--- config.mk ---
export PLATFORM = sky130hd
export DESIGN_NAME = instr_fetch_unit
export DESIGN_NICKNAME = d
export VERILOG_FILES = /design/src/rtl/instr_fetch_unit.sv
export SDC_FILE = /design/constraint.sdc
export NUM_CORES = 2
export LEC_CHECK = 0
export ABC_AREA = 1
export CAP_MARGIN = 10
export CORE_ASPECT_RATIO = 1.75
export CORE_MARGIN = 1
export CORE_UTILIZATION = 28
export DETAILED_ROUTE_END_ITERATION = 6
export PLACE_DENSITY = 0.41
export REMOVE_ABC_BUFFERS = 1
export SLEW_MARGIN = 20
export SYNTH_ARGS = -nofsm -noshare
export SYNTH_HDL_FRONTEND = slang
export SYNTH_SLANG_ARGS = --single-unit
--- constraint.sdc ---
create_clock -name clk -period 4.6 [get_ports clk]
set_input_delay 0.92 -clock clk [delete_from_list [all_inputs] [get_ports clk]]
set_output_delay 0.92 -clock clk [all_outputs]
set_load 0.05 [all_outputs]
--- src/rtl/instr_fetch_unit.sv ---
// Instruction fetch for the single-cycle MIPS datapath.
// Holds the PC, the preloadable instruction memory and the LOAD/RUN/HALT control.
module instr_fetch_unit #(
    parameter int          ADDR_WIDTH = 6,
    parameter logic [31:0] RESET_PC   = 32'h0000_0000
) (
    input  logic                  clk,
    input  logic                  reset,
    input  logic                  start,
    input  logic                  stall,
    input  logic                  load_en,
    input  logic [ADDR_WIDTH-1:0] load_addr,
    input  logic [31:0]           load_data,
    input  logic                  Jump,
    input  logic                  Branch,
    input  logic                  Zero,
    output logic [31:0]           PC,
    output logic [31:0]           PC_plus4,
    output logic [31:0]           Instr,
    output logic [5:0]            Opcode,
    output logic [4:0]            rs,
    output logic [4:0]            rt,
    output logic [4:0]            rd,
    output logic [4:0]            shamt,
    output logic [5:0]            funct,
    output logic [15:0]           imm,
    output logic                  running,
    output logic                  halted,
    output logic                  fault,
    output logic [31:0]           instr_count
);

    localparam logic [1:0] S_LOAD  = 2'd0;
    localparam logic [1:0] S_RUN   = 2'd1;
    localparam logic [1:0] S_HALT  = 2'd2;
    localparam int         DEPTH   = 1 << ADDR_WIDTH;
    localparam logic [5:0] OP_HALT = 6'b111111;

    logic [1:0]            state;
    logic [31:0]           mem [DEPTH];
    logic [ADDR_WIDTH-1:0] ridx;
    logic                  in_range;
    logic [31:0]           br_off;
    logic [31:0]           next_pc;
    logic                  is_halt;

    assign ridx     = PC[ADDR_WIDTH+1:2];
    assign in_range = (PC[31:ADDR_WIDTH+2] == '0);
    assign PC_plus4 = PC + 32'd4;

    // Fetch is gated so that idle/faulted states present a nop.
    assign Instr = (state == S_RUN && in_range) ? mem[ridx] : 32'h0;

    assign Opcode = Instr[31:26];
    assign rs     = Instr[25:21];
    assign rt     = Instr[20:16];
    assign rd     = Instr[15:11];
    assign shamt  = Instr[10:6];
    assign funct  = Instr[5:0];
    assign imm    = Instr[15:0];

    assign running = (state == S_RUN);
    assign halted  = (state == S_HALT);
    assign is_halt = (Opcode == OP_HALT);
    assign br_off  = {{14{Instr[15]}}, Instr[15:0], 2'b00};

    always_comb begin
        next_pc = PC_plus4;
        if (Jump)
            next_pc = {PC_plus4[31:28], Instr[25:0], 2'b00};
        else if (Branch && Zero)
            next_pc = PC_plus4 + br_off;
    end

    // Memory is deliberately left out of reset so a program survives it.
    always_ff @(posedge clk) begin
        if (!reset && state == S_LOAD && load_en)
            mem[load_addr] <= load_data;
    end

    always_ff @(posedge clk) begin
        if (reset) begin
            state       <= S_LOAD;
            PC          <= RESET_PC;
            instr_count <= 32'h0;
            fault       <= 1'b0;
        end else begin
            case (state)
                S_LOAD: begin
                    if (start)
                        state <= S_RUN;
                end
                S_RUN: begin
                    if (!in_range) begin
                        state <= S_HALT;
                        fault <= 1'b1;
                    end else if (!stall) begin
                        instr_count <= instr_count + 32'd1;
                        if (is_halt)
                            state <= S_HALT;
                        else
                            PC <= next_pc;
                    end
                end
                S_HALT: begin
                    state <= S_HALT;
                end
                default: begin
                    state <= S_LOAD;
                end
            endcase
        end
    end

endmodule

==> flow_summary.json <==
{
  "h-tree-depth": 4,
  "placed_cells": 12139,
  "ir_drop_mv": 0.283,
  "drv_slew": 0,
  "synth_top_area_share_pct": 69.4,
  "initial_core_util_pct": 28.1,
  "grt_max_degree": 70,
  "multi_input_area_sq_mm": 0.0235,
  "rrSetupSlack_ns": 0.19,
  "die_w_microns": 427,
  "p_per_area_mw_per_mm2": 421,
  "synth_edf_count": 2048,
  "grt_overflow_total": 0,
  "synth_area_sq_mm": 0.0886,
  "cts_tree": "done",
  "post_drt_wl_per_cell_microns": 27.1,
  "synth.area.top_cells": "edfxtp_1, nand2_1, nand3_1, o21ai_0, nor2_1",
  "syn2layout_area_growth_pct": 24.1,
  "clock-sinks": 2119,
  "clockRootBuffer": "clkbuf_16",
  "insertion_delay_ns": 0.88,
  "final_cells": 12587,
  "seq_area_sq_mm": 0.0629,
  "finalHoldViolCount": 0,
  "cp_cell_sequence": "buf_12 -> inv_16 -> buf_16 -> buf_4 -> buf_4 -> buf_4 -> o21ai_0 -> o22ai_1 -> nand2_1 -> nand3_1 -> nand3_1 -> nand3_1 -> nand3_4 -> inv_4 -> buf_12",
  "whs_ns": 0.495,
  "worst_slack_ns": 0.0432,
  "synth_largest_area_cell": "edfxtp_1",
  "totalWireLength_microns": 341000,
  "row_count": 273,
  "dp_slack_ns": -0.661,
  "clock.fmax_mhz": 219,
  "drt_pass1_iterations": 6,
  "layout-drive-gt1-share_pct": 16.1,
  "critical_path_class": "register to primary output",
  "dr_total_vias": 63158,
  "drt_first_iter_violations": 4796,
  "rsz0062_at_grt": "yes",
  "min_period_over_period_pct": 99.1,
  "tns_ns": 0,
  "syn_area_per_cell_sq_um": 11.5,
  "status": "complete, no violations",
  "synth_warnings": 0,
  "arrival_ns": 3.64,
  "min_path_type": "register to register",
  "drc": 0,
  "antenna_found_initial": 9,
  "place_congestion": 0.925,
  "grt_pass1_vias": 62687,
  "period_needed_ns": 4.56,
  "final-setup-viol-count": 0,
  "yosysSeqAreaShare_pct": 71.0,
  "hpwl_microns": 211000,
  "hold_buffers": 0,
  "cts_buffer_depth": 4,
  "postRouteAntennaNets": 0,
  "stdcell_area_sq_mm": 0.110,
  "max-slew-margin-rel_pct": 25.8,
  "synth_common_cells": "edfxtp_1, nand2_1, nand3_1",
  "fin_skew_ns": 0.0396,
  "grt_pass1_wl_microns": 478000,
  "crit_path_max_incr_delay_ns": 0.41,
  "leakagePower_nw": 38.5,
  "critPathCaptureType": "primary output",
  "synth.most_common_cell": "edfxtp_1",
  "die-height_microns": 746,
  "start_kind": "register",
  "crit_slowest_cell": "dfxtp_4",
  "worst-endpoint-required_ns": 3.68,
  "synthCells": 7690,
  "worst_slew_pin_slew_ns": 1.11,
  "fin_nets": 8390,
  "io_pins": 225,
  "core_sq_mm": 0.315,
  "finalCoreUtilization_pct": 34.9,
  "synth-seq-cells": 2119,
  "fill_cells": 31197,
  "synth_ff_type": "edfxtp_1",
  "grtUsageTotal_pct": 20.8,
  "drv_cap": 0,
  "dpl-instance-area_sq_mm": 0.100,
  "path_clk_slew_ns": 0.06,
  "synthArstFlopShare_pct": 0,
  "viasPerCell": 5.02,
  "synth_cell_types": 52,
  "crit_fanout": 22,
  "dieArea_sq_mm": 0.319,
  "numCtsBuffers": 201,
  "power.total_mw": 46.3,
  "port_buffers": 220
}
## worst max-delay path: cells and delay by family (launching register included)
| kind | cells | cell delay (ns) |
|---|---|---|
| buffers and inverters | 8 | 1.12 |
| and+or+nand+nor | 5 | 0.91 |
| DFF | 1 | 0.41 |
| AOI/OAI and AO/OA | 2 | 0.27 |
## sequential cells by signal, summed over array words and instances (netlist names), named ones only
name         flops
mem           2048
instr_count     32
PC              30
state            2
fault            1
## final timing paths
path,depth (start not counted),endpoint,from
setup / recovery,15,rt[0],register
hold / removal,2,fault$_SDFFE_PP0P_,fault$_SDFFE_PP0P_
setup reg to reg,27,PC[23]$_SDFFE_PP0P_,register
hold reg to reg,2,fault$_SDFFE_PP0P_,fault$_SDFFE_PP0P_
## repair_timing
item,in CTS,in global routing
gates resized for setup,265,152
endpoints found under the setup margin,104,97
setup buffers,40,12
pin swaps,16,29
cloned,35,9
## layout by cell type, fill, tap and decap left out, drive strengths merged, types with 4 or more instances in the layout
master,netlist,final
edfxtp,2048,2048
nand2,1833,1833
nand3,1245,1245
buf,409,804
nor2,648,648
o21ai,524,524
clkbuf,116,243
o22ai,186,186
a21oi,182,182
inv,173,179
clkdlybuf4s50,0,89
clkinv,3,86
dfxtp,71,71
nor3,41,41
ha,35,35
xor2,34,34
nand4,28,28
bufinv,0,23
bufbuf,0,21
o31ai,20,20
nor4,19,19
o221ai,16,16
o211ai,9,9
clkinvlp,0,9
or2,7,7
dlygate4sd2,0,7
xnor2,7,7
a31oi,7,7
dlymetal6s2s,0,5
diode,0,4
and2,4,4
conb,1,4
## layout make-up
class                   instances  area share, %
multi-input cells            4873           21.4
inverters                     176          0.650
well taps                    4125           4.69
diodes                          4        0.00910
flip-flops and latches       2119           57.2
clock inverters               118           1.07
clock buffers                 235           4.75
repair inverters                3         0.0330
repair buffers                934           10.2
## power by group
part | internal, mW | leakage (nW) | switching [mW]
logic | 2.87 | 16.4 | 5.19
clock network | 9.38 | 3.10 | 7.55
registers | 21.2 | 19.0 | 0.0647
## logic make-up (layout without fill, tap and decap cells)
family / count (synthesis) / count (layout) / share of synthesized area, %
buf+inv: 701 / 1466 / 3.94
xor+xnor: 41 / 41 / 0.405
simple gates: 3828 / 3828 / 18.2
compound gates: 964 / 964 / 5.94
flops: 2119 / 2119 / 71.0
fa+ha+maj: 36 / 36 / 0.517
other cells: 1 / 8 / 0.00423
## layer usage
layer / GRT usage [%] / share of wire [%] / vias up
met5: 0 / 0.018 / -
li1: - / - / 28648
met3: 2.18 / 4.1 / 552
met1: 23.8 / 38 / 32244
met4: 8.58 / 4.5 / 10
met2: 38.8 / 53 / 1704
Note: power is estimated with default switching activity, not from simulation.
